File: config.mk
export PLATFORM = sky130hd
export DESIGN_NAME = ddr_a2m_reqarb
export DESIGN_NICKNAME = d
export VERILOG_FILES = /design/src/rtl/ddr_a2m_reqarb_pkg.sv /design/src/rtl/ddr_a2m_reqfifo.sv /design/src/rtl/ddr_a2m_reqarb.sv
export SDC_FILE = /design/constraint.sdc
export NUM_CORES = 1
export LEC_CHECK = 0
export BUFFER_PORTS_ARGS = -buffer_cell sky130_fd_sc_hd__clkbuf_2
export CELL_PAD_IN_SITES_DETAIL_PLACEMENT = 1
export CELL_PAD_IN_SITES_GLOBAL_PLACEMENT = 1
export CORE_ASPECT_RATIO = 0.9
export CORE_MARGIN = 4
export CORE_UTILIZATION = 53
export DETAILED_ROUTE_END_ITERATION = 12
export GPL_TIMING_DRIVEN = 0
export PLACE_DENSITY_LB_ADDON = 0.1
export SYNTH_ARGS = -nofsm -noshare
export SYNTH_HDL_FRONTEND = slang
export SYNTH_SLANG_ARGS = --single-unit
File: constraint.sdc
create_clock -name CLK -period 12.3 [get_ports CLK]
set_input_delay 0.615 -clock CLK [delete_from_list [all_inputs] [get_ports CLK]]
set_output_delay 0.615 -clock CLK [all_outputs]
set_load 0.01 [all_outputs]
File: src/rtl/ddr_a2m_reqarb_pkg.sv
// Shared definitions for the AXI address-channel request arbiter and its queue.
// Entry layout, LSB first: id, addr, len, size, burst, lock, dir.
package ddr_a2m_reqarb_pkg;

    localparam logic [1:0] BURST_FIXED = 2'd0;
    localparam logic [1:0] BURST_INCR  = 2'd1;
    localparam logic [1:0] BURST_WRAP  = 2'd2;

    localparam logic DIR_WR = 1'b1;
    localparam logic DIR_RD = 1'b0;

    function automatic int entry_w(input int iw, input int aw);
        return iw + aw + 15;
    endfunction

    function automatic int off_addr(input int iw);
        return iw;
    endfunction

    function automatic int off_len(input int iw, input int aw);
        return iw + aw;
    endfunction

    function automatic int off_size(input int iw, input int aw);
        return iw + aw + 8;
    endfunction

    function automatic int off_burst(input int iw, input int aw);
        return iw + aw + 11;
    endfunction

    function automatic int off_lock(input int iw, input int aw);
        return iw + aw + 13;
    endfunction

    function automatic int off_dir(input int iw, input int aw);
        return iw + aw + 14;
    endfunction

endpackage

File: src/rtl/ddr_a2m_reqfifo.sv
// In-order request queue: storage, wrap-bit pointers, EMPTY/full and a
// registered output that only changes on a valid pop.
module ddr_a2m_reqfifo
    import ddr_a2m_reqarb_pkg::*;
#(
    parameter int P_W   = 63,
    parameter int P_QDW = 2
) (
    input  logic             CLK,
    input  logic             ZRESET,
    input  logic             push,
    input  logic [P_W-1:0]   din,
    input  logic             re,
    output logic             empty,
    output logic             full,
    output logic [P_W-1:0]   dout
);

    localparam int DEPTH = 2 ** P_QDW;

    logic [P_QDW:0] wptr;
    logic [P_QDW:0] rptr;
    logic [P_W-1:0] mem [DEPTH];
    logic           do_push;
    logic           do_pop;

    assign empty = (wptr == rptr);
    assign full  = (wptr[P_QDW] != rptr[P_QDW]) &&
                   (wptr[P_QDW-1:0] == rptr[P_QDW-1:0]);

    // No bypass: a full queue refuses the push even when a pop frees a slot.
    assign do_push = push & ~full;
    assign do_pop  = re & ~empty;

    always_ff @(posedge CLK or negedge ZRESET) begin
        if (!ZRESET) begin
            wptr <= '0;
            rptr <= '0;
            dout <= '0;
        end else begin
            if (do_push) begin
                wptr <= wptr + 1'b1;
            end
            if (do_pop) begin
                rptr <= rptr + 1'b1;
                dout <= mem[rptr[P_QDW-1:0]];
            end
        end
    end

    always_ff @(posedge CLK) begin
        if (do_push) begin
            mem[wptr[P_QDW-1:0]] <= din;
        end
    end

endmodule

File: src/rtl/ddr_a2m_reqarb.sv
// AW/AR arbitration into a single in-order request queue.
// Define DDR_A2M_REQARB_RR_EN for round-robin W/R priority; otherwise reads win ties.
module ddr_a2m_reqarb
    import ddr_a2m_reqarb_pkg::*;
#(
    parameter int P_IW  = 8,
    parameter int P_AW  = 40,
    parameter int P_QDW = 2
) (
    input  logic            CLK,
    input  logic            ZRESET,
    input  logic [P_IW-1:0] AWID,
    input  logic [P_AW-1:0] AWADDR,
    input  logic [7:0]      AWLEN,
    input  logic [2:0]      AWSIZE,
    input  logic [1:0]      AWBURST,
    input  logic            AWLOCK,
    input  logic            AWVALID,
    output logic            AWREADY,
    input  logic [P_IW-1:0] ARID,
    input  logic [P_AW-1:0] ARADDR,
    input  logic [7:0]      ARLEN,
    input  logic [2:0]      ARSIZE,
    input  logic [1:0]      ARBURST,
    input  logic            ARLOCK,
    input  logic            ARVALID,
    output logic            ARREADY,
    input  logic            RE,
    output logic            EMPTY,
    output logic [P_IW-1:0] AXID,
    output logic [P_AW-1:0] AXADDR,
    output logic [7:0]      AXLEN,
    output logic [2:0]      AXSIZE,
    output logic [1:0]      AXBURST,
    output logic            AXLOCK,
    output logic            AXDIR
);

    localparam int EW      = entry_w(P_IW, P_AW);
    localparam int O_ADDR  = off_addr(P_IW);
    localparam int O_LEN   = off_len(P_IW, P_AW);
    localparam int O_SIZE  = off_size(P_IW, P_AW);
    localparam int O_BURST = off_burst(P_IW, P_AW);
    localparam int O_LOCK  = off_lock(P_IW, P_AW);
    localparam int O_DIR   = off_dir(P_IW, P_AW);

    logic          rdy_en;
    logic          prio_w;
    logic          grant_w;
    logic          grant_r;
    logic          full;
    logic          aw_hs;
    logic          ar_hs;
    logic [EW-1:0] din;
    logic [EW-1:0] dout;

    // Holds READY low for the first cycle after reset release.
    always_ff @(posedge CLK or negedge ZRESET) begin
        if (!ZRESET) begin
            rdy_en <= 1'b0;
        end else begin
            rdy_en <= 1'b1;
        end
    end

`ifdef DDR_A2M_REQARB_RR_EN
    always_ff @(posedge CLK or negedge ZRESET) begin
        if (!ZRESET) begin
            prio_w <= 1'b0;
        end else if (aw_hs) begin
            prio_w <= 1'b0;
        end else if (ar_hs) begin
            prio_w <= 1'b1;
        end
    end
`else
    assign prio_w = 1'b0;
`endif

    assign grant_w = AWVALID & (~ARVALID | prio_w);
    assign grant_r = ARVALID & ~grant_w;

    assign AWREADY = rdy_en & ~full & grant_w;
    assign ARREADY = rdy_en & ~full & grant_r;

    assign aw_hs = AWVALID & AWREADY;
    assign ar_hs = ARVALID & ARREADY;

    assign din = grant_w ? {DIR_WR, AWLOCK, AWBURST, AWSIZE, AWLEN, AWADDR, AWID}
                         : {DIR_RD, ARLOCK, ARBURST, ARSIZE, ARLEN, ARADDR, ARID};

    ddr_a2m_reqfifo #(
        .P_W   (EW),
        .P_QDW (P_QDW)
    ) u_fifo (
        .CLK    (CLK),
        .ZRESET (ZRESET),
        .push   (aw_hs | ar_hs),
        .din    (din),
        .re     (RE),
        .empty  (EMPTY),
        .full   (full),
        .dout   (dout)
    );

    assign AXID    = dout[0 +: P_IW];
    assign AXADDR  = dout[O_ADDR +: P_AW];
    assign AXLEN   = dout[O_LEN +: 8];
    assign AXSIZE  = dout[O_SIZE +: 3];
    assign AXBURST = dout[O_BURST +: 2];
    assign AXLOCK  = dout[O_LOCK];
    assign AXDIR   = dout[O_DIR];

endmodule
# Yosys cells after proc, flatten, opt, wreduce, memory -nomap -nowiden
# Memories as Yosys holds them, arrays and structs flattened. A register that Yosys moved wholly into a read port is not among the register bits.
# Cells that the tools add are included.
# classes
n_bitwise	14
mux	3
n_reduce_logical	2
n_eq_ne	3
n_addsub	2
# op_table
operator	count
$mux 63	1
$and 1x1->1	9
$add 3x1->3 const B	2
$not 1->1	4
$eq 3x3->1	1
$eq 2x2->1	1
$mux 1	2
$logic_and 1x1->1	1
$logic_not 1->1	1
$ne 1x1->1	1
$or 1x1->1	1
# word_totals
memories	1
ff_bits	7
word_cells	28
ram_bits	252
input_bits	129
out_inout_bits	66
# memory_table
name	depth	width	rd	rd_clocked_by_memory_dff	write_ports	line	text
u_fifo.mem	4	63	1	1	1	ddr_a2m_reqfifo.sv:23	logic [P_W-1:0] mem [DEPTH];

# Logic depth before layout (Yosys ltp)
# depth
word_depth	10
mapped_depth	5

# Modules after synthesis
# Synthesis repeated with hierarchy kept, for this count alone.
# unflattened
cells_unflattened	578
hier_area_um2	12941.2
# by_module_without_submodules
module	cells_per_inst	n_inst	area_each_um2
ddr_a2m_reqfifo	499	1	11813.8
ddr_a2m_reqarb	79	1	1127.3

# Worst setup path before layout
# OpenSTA, ideal clock, no wires.
# synth_path
path_type	register to register
startpoint	reg u_fifo.rptr[0]
endpoint	mem u_fifo.mem[3][0], enable pin
path_slack_ns	8.264
path_stages_with_launch	4
period_less_slack_ns	4.036
arrival_ns	3.549
path_buffers	1
required_ns	11.814
cell_sequence	dfrtp_1 > buf_6 > xnor2_1 > a311oi_2
# synth_via
elab_chain_len	10
# synth_lines
element	line	text
start: declaration	ddr_a2m_reqfifo.sv:22	logic [P_QDW:0] rptr;
start signal: assignment	ddr_a2m_reqfifo.sv:45	rptr <= rptr + 1'b1;
$eq 2x2->1 (*)	ddr_a2m_reqfifo.sv:29	(wptr[P_QDW-1:0] == rptr[P_QDW-1:0]);
$logic_and 1x1->1 (*)	ddr_a2m_reqfifo.sv:28	assign full = (wptr[P_QDW] != rptr[P_QDW]) &&
$not 1->1 (*)	ddr_a2m_reqfifo.sv:32, ddr_a2m_reqarb.sv:83, ddr_a2m_reqarb.sv:84	
$and 1x1->1	ddr_a2m_reqarb.sv:83, ddr_a2m_reqarb.sv:84	
$and 1x1->1, on equally long branches	ddr_a2m_reqarb.sv:83, ddr_a2m_reqarb.sv:84	
$and 1x1->1, on equally long branches	ddr_a2m_reqarb.sv:86, ddr_a2m_reqarb.sv:87	
$or 1x1->1	ddr_a2m_reqarb.sv:98	.push (aw_hs | ar_hs),
$and 1x1->1 (*)	ddr_a2m_reqfifo.sv:32	assign do_push = push & ~full;
$mux 1 (*)	ddr_a2m_reqfifo.sv:52	if (do_push) begin
$mux 1 (implied by the code) (*)	ddr_a2m_reqfifo.sv:53	mem[wptr[P_QDW-1:0]] <= din;
end: declaration	ddr_a2m_reqfifo.sv:23	
# Mark *: on every way between the ends. The rest lies on a longest branch, timed or not.

# Final worst setup path
# layout_path
startpoint	in AWVALID
endpoint	out AWREADY
# layout_via
elab_chain_len	2
# layout_lines
element	line	text
start: declaration	ddr_a2m_reqarb.sv:18	input logic AWVALID,
$and 1x1->1	ddr_a2m_reqarb.sv:80	assign grant_w = AWVALID & (~ARVALID | prio_w);
$and 1x1->1	ddr_a2m_reqarb.sv:83	assign AWREADY = rdy_en & ~full & grant_w;
end: declaration	ddr_a2m_reqarb.sv:19	output logic AWREADY,
# No other way between the ends.

==> metrics.txt <==
status=completed; Main synth FF type=edfxtp_1; Post-CTS Hold Fix Bufs=0; WL final=27100 um; Fillers=1974; most frequent CP cell=clkbuf_2; Post-synth EDFFs=252; critical path data required time=11690 ps; Antenna Cells=0; pin count of the biggest net entering global routing=54; Mapped Cells=approximately 570; cts repair resizes=0; fmax=338 MHz; WL per Instance=23.9 um; sequential cell area fraction in the yosys report=0.727; Reg2Reg Capture Point=u_fifo.mem[2][12]; post-route clock period utilization=0.241; clk slew on worst S/H paths=around 60 ps; max-slew violations=0; initial antenna violation count=0; Max transition margin=0.328; register bit total from synthesis=~320; Die Y=156 um; full die area=0.0267 mm^2; Top Usage Layer GRT=met2; fraction of layout cells with a size suffix above 1=0.559; Worst Tran Pin Value=1010 ps; Synth area leaders=edfxtp_1 (59%), dfrtp_1 (14%), mux4_2 (11%); max_cap viols=0; setup slack after layout=9340 ps; reg-to-reg setup timing slack=~9800 ps; worst-case clock buffer depth=3; Final Hold Vio Count=0; clk_skew=about 19 ps; ys async rst share=0.217; kind of cell adding the most delay to the critical path=buffers and inverters; worst vdd ir=0.148 mV; Crit Path Class=input pin to output port; crit-path cells=clkbuf_2 > nor2b_1 > clkbuf_1 > buf_2 > and3_1 > clkbuf_2; DP Worst Slack=9300 ps; Synth-to-Final Area Change=20.5%; Hold Path Class=input pin to asynchronous set/reset pin; clock sinks=around 320; met2 Use GR=0.359; initial core utilization=0.543; synth cell count leaders=edfxtp_1 (252), mux2_2 (77), dfrtp_1 (70), mux4_2 (63), mux2_4 (50); RSZ-0062 raised after global routing=no; R2R depth=5; routability congestion estimate=0.690; First DRT Iteration DRCs=297; CTS tree=yes; setup TNS=0 ps; Core ar.=0.0236 mm^2; CP peak stage delay=630 ps; GRT met3 Usage=0.0390; DRC=0; vias in the first global route=7349; Worst Path Max Fanout=13; Vias/cell=5.63; router iterations before antenna repair=4; Final setup viols=0; count leader, synth=edfxtp_1; reg-to-reg startpoint=u_fifo.rptr[0]; post-DP HPWL=17600 um; # IOs=slightly below 200; Syn Nets=705; post-synth cell types=26; Post-CTS Setup Bufs=0; final net count=944; Sequential Area=0.00932 mm^2; Multi-input gate area=0.00330 mm^2; Crit. path cell count=6; Worst path slowest cell=clkbuf_1; synthesized area=0.0128 mm^2; crit start category=input pin; P per Cell Area=243 mW/mm^2; first-pass GRT wire length=roughly 42000 um; die extent in x=around 170 um; CTS buffer count=34; WP buf/inv=4; met1 usage=0.275; clk_lat worst skew=500 ps; CTS H-tree lvls=2; ANT nets after route=0; Yosys top cell by area=edfxtp_1; All-Layer GR Usage=0.207; Root Buffer=clkbuf_16; I/O Buffers=194; top-area cell type share of the netlist area=0.590; Post-Syn Area per Cell=22.5 um^2; Via Count=6395; Leak=5.89 nW; crit path DAT=2350 ps; Synth Warn #=0; Critical Path Sink Type=output port; remaining global-route overflow=0; Cell Rows=53; Final min period=2960 ps
routing by layer:
metal	routed length, um	vias up	part of all wire
li1	-	2803	-
met5	0	-	0
met2	14100	201	0.52
met1	11100	3351	0.41
met4	496	0	0.018
met3	1420	40	0.052
worst reg2reg max path: stages (launching register included):
cell     delay, ps
dfrtp_1        420
buf_6          180
xnor2_1        190
a31oi_1        520
and2_4         600
buf_12         310
layout by cell type (no fill, tap or decap), types with 2 or more instances in the layout:
| cell type | n |
|---|---|
| and2_4 | 3 |
| and3_1 | 2 |
| buf_16 | 5 |
| buf_2 | 10 |
| buf_4 | 5 |
| buf_6 | 3 |
| buf_8 | 7 |
| bufinv_16 | 2 |
| clkbuf_1 | 17 |
| clkbuf_16 | 35 |
| clkbuf_2 | 193 |
| clkbuf_8 | 3 |
| clkinv_1 | 3 |
| clkinv_2 | 4 |
| dfrtp_1 | 70 |
| edfxtp_1 | 252 |
| ha_1 | 5 |
| inv_1 | 3 |
| mux2_2 | 77 |
| mux2_4 | 50 |
| mux4_2 | 63 |
| xnor2_1 | 5 |
| xor2_1 | 3 |
power by group:
group | switching (mW) | internal [mW] | total, mW
combinational | 0.559 | 0.634 | 1.19
sequential | 0.121 | 1.47 | 1.59
clock | 0.391 | 0.583 | 0.974
cell families after synthesis:
group	share of synthesized area
adders and majority gates	0.00488
and+or+nand+nor	0.00371
xor gates and xnor gates	0.00673
AOI/OAI and AO/OA	0.00371
muxes	0.237
buffers and inverters	0.0171
other	0.000292
DFF	0.727
cell type report:
type | instances | area share
clock inverters | 10 | 0.00648
well taps | 302 | 0.0245
plain buffers | 28 | 0.0134
flip-flops and latches | 322 | 0.603
repair buffers | 203 | 0.0759
inverters | 3 | 0.000729
multi-input cells | 218 | 0.214
clock buffers | 49 | 0.0620
per-stage QoR:
step	utilization	instance area (um^2)	power, mW	std cells	hold WS (ps)
3_5_place_dp	0.610	14400	2.83	1076	497
3_3_place_gp	0.600	14200	2.75	1067	491
4_1_cts	0.654	15400	3.82	1135	169
2_1_floorplan	-	12800	2.42	571	319
5_1_grt	0.654	15400	3.95	1135	186
6_report	0.654	15400	3.76	1135	154
sequential cells by signal, indices dropped and copies added, names as in the netlist:
register	flops
u_fifo.mem	252
u_fifo.wptr	3
u_fifo.rptr	3
u_fifo.dout	63
rdy_en	1
worst max-delay path by stage:
| stage | start | to | slack (ps) |
|---|---|---|---|
| after floorplan | u_fifo.rptr[0] | u_fifo.mem[3][0] | 8260 |
| after global placement | AWVALID | u_fifo.mem[3][27] | 5870 |
| after detailed placement | AWVALID | AWREADY | 9300 |
| after CTS | AWVALID | AWREADY | 9290 |
| after global routing | AWVALID | AWREADY | 9250 |
| final | AWVALID | AWREADY | 9340 |
No activity file was read; power rests on OpenSTA's default activity.
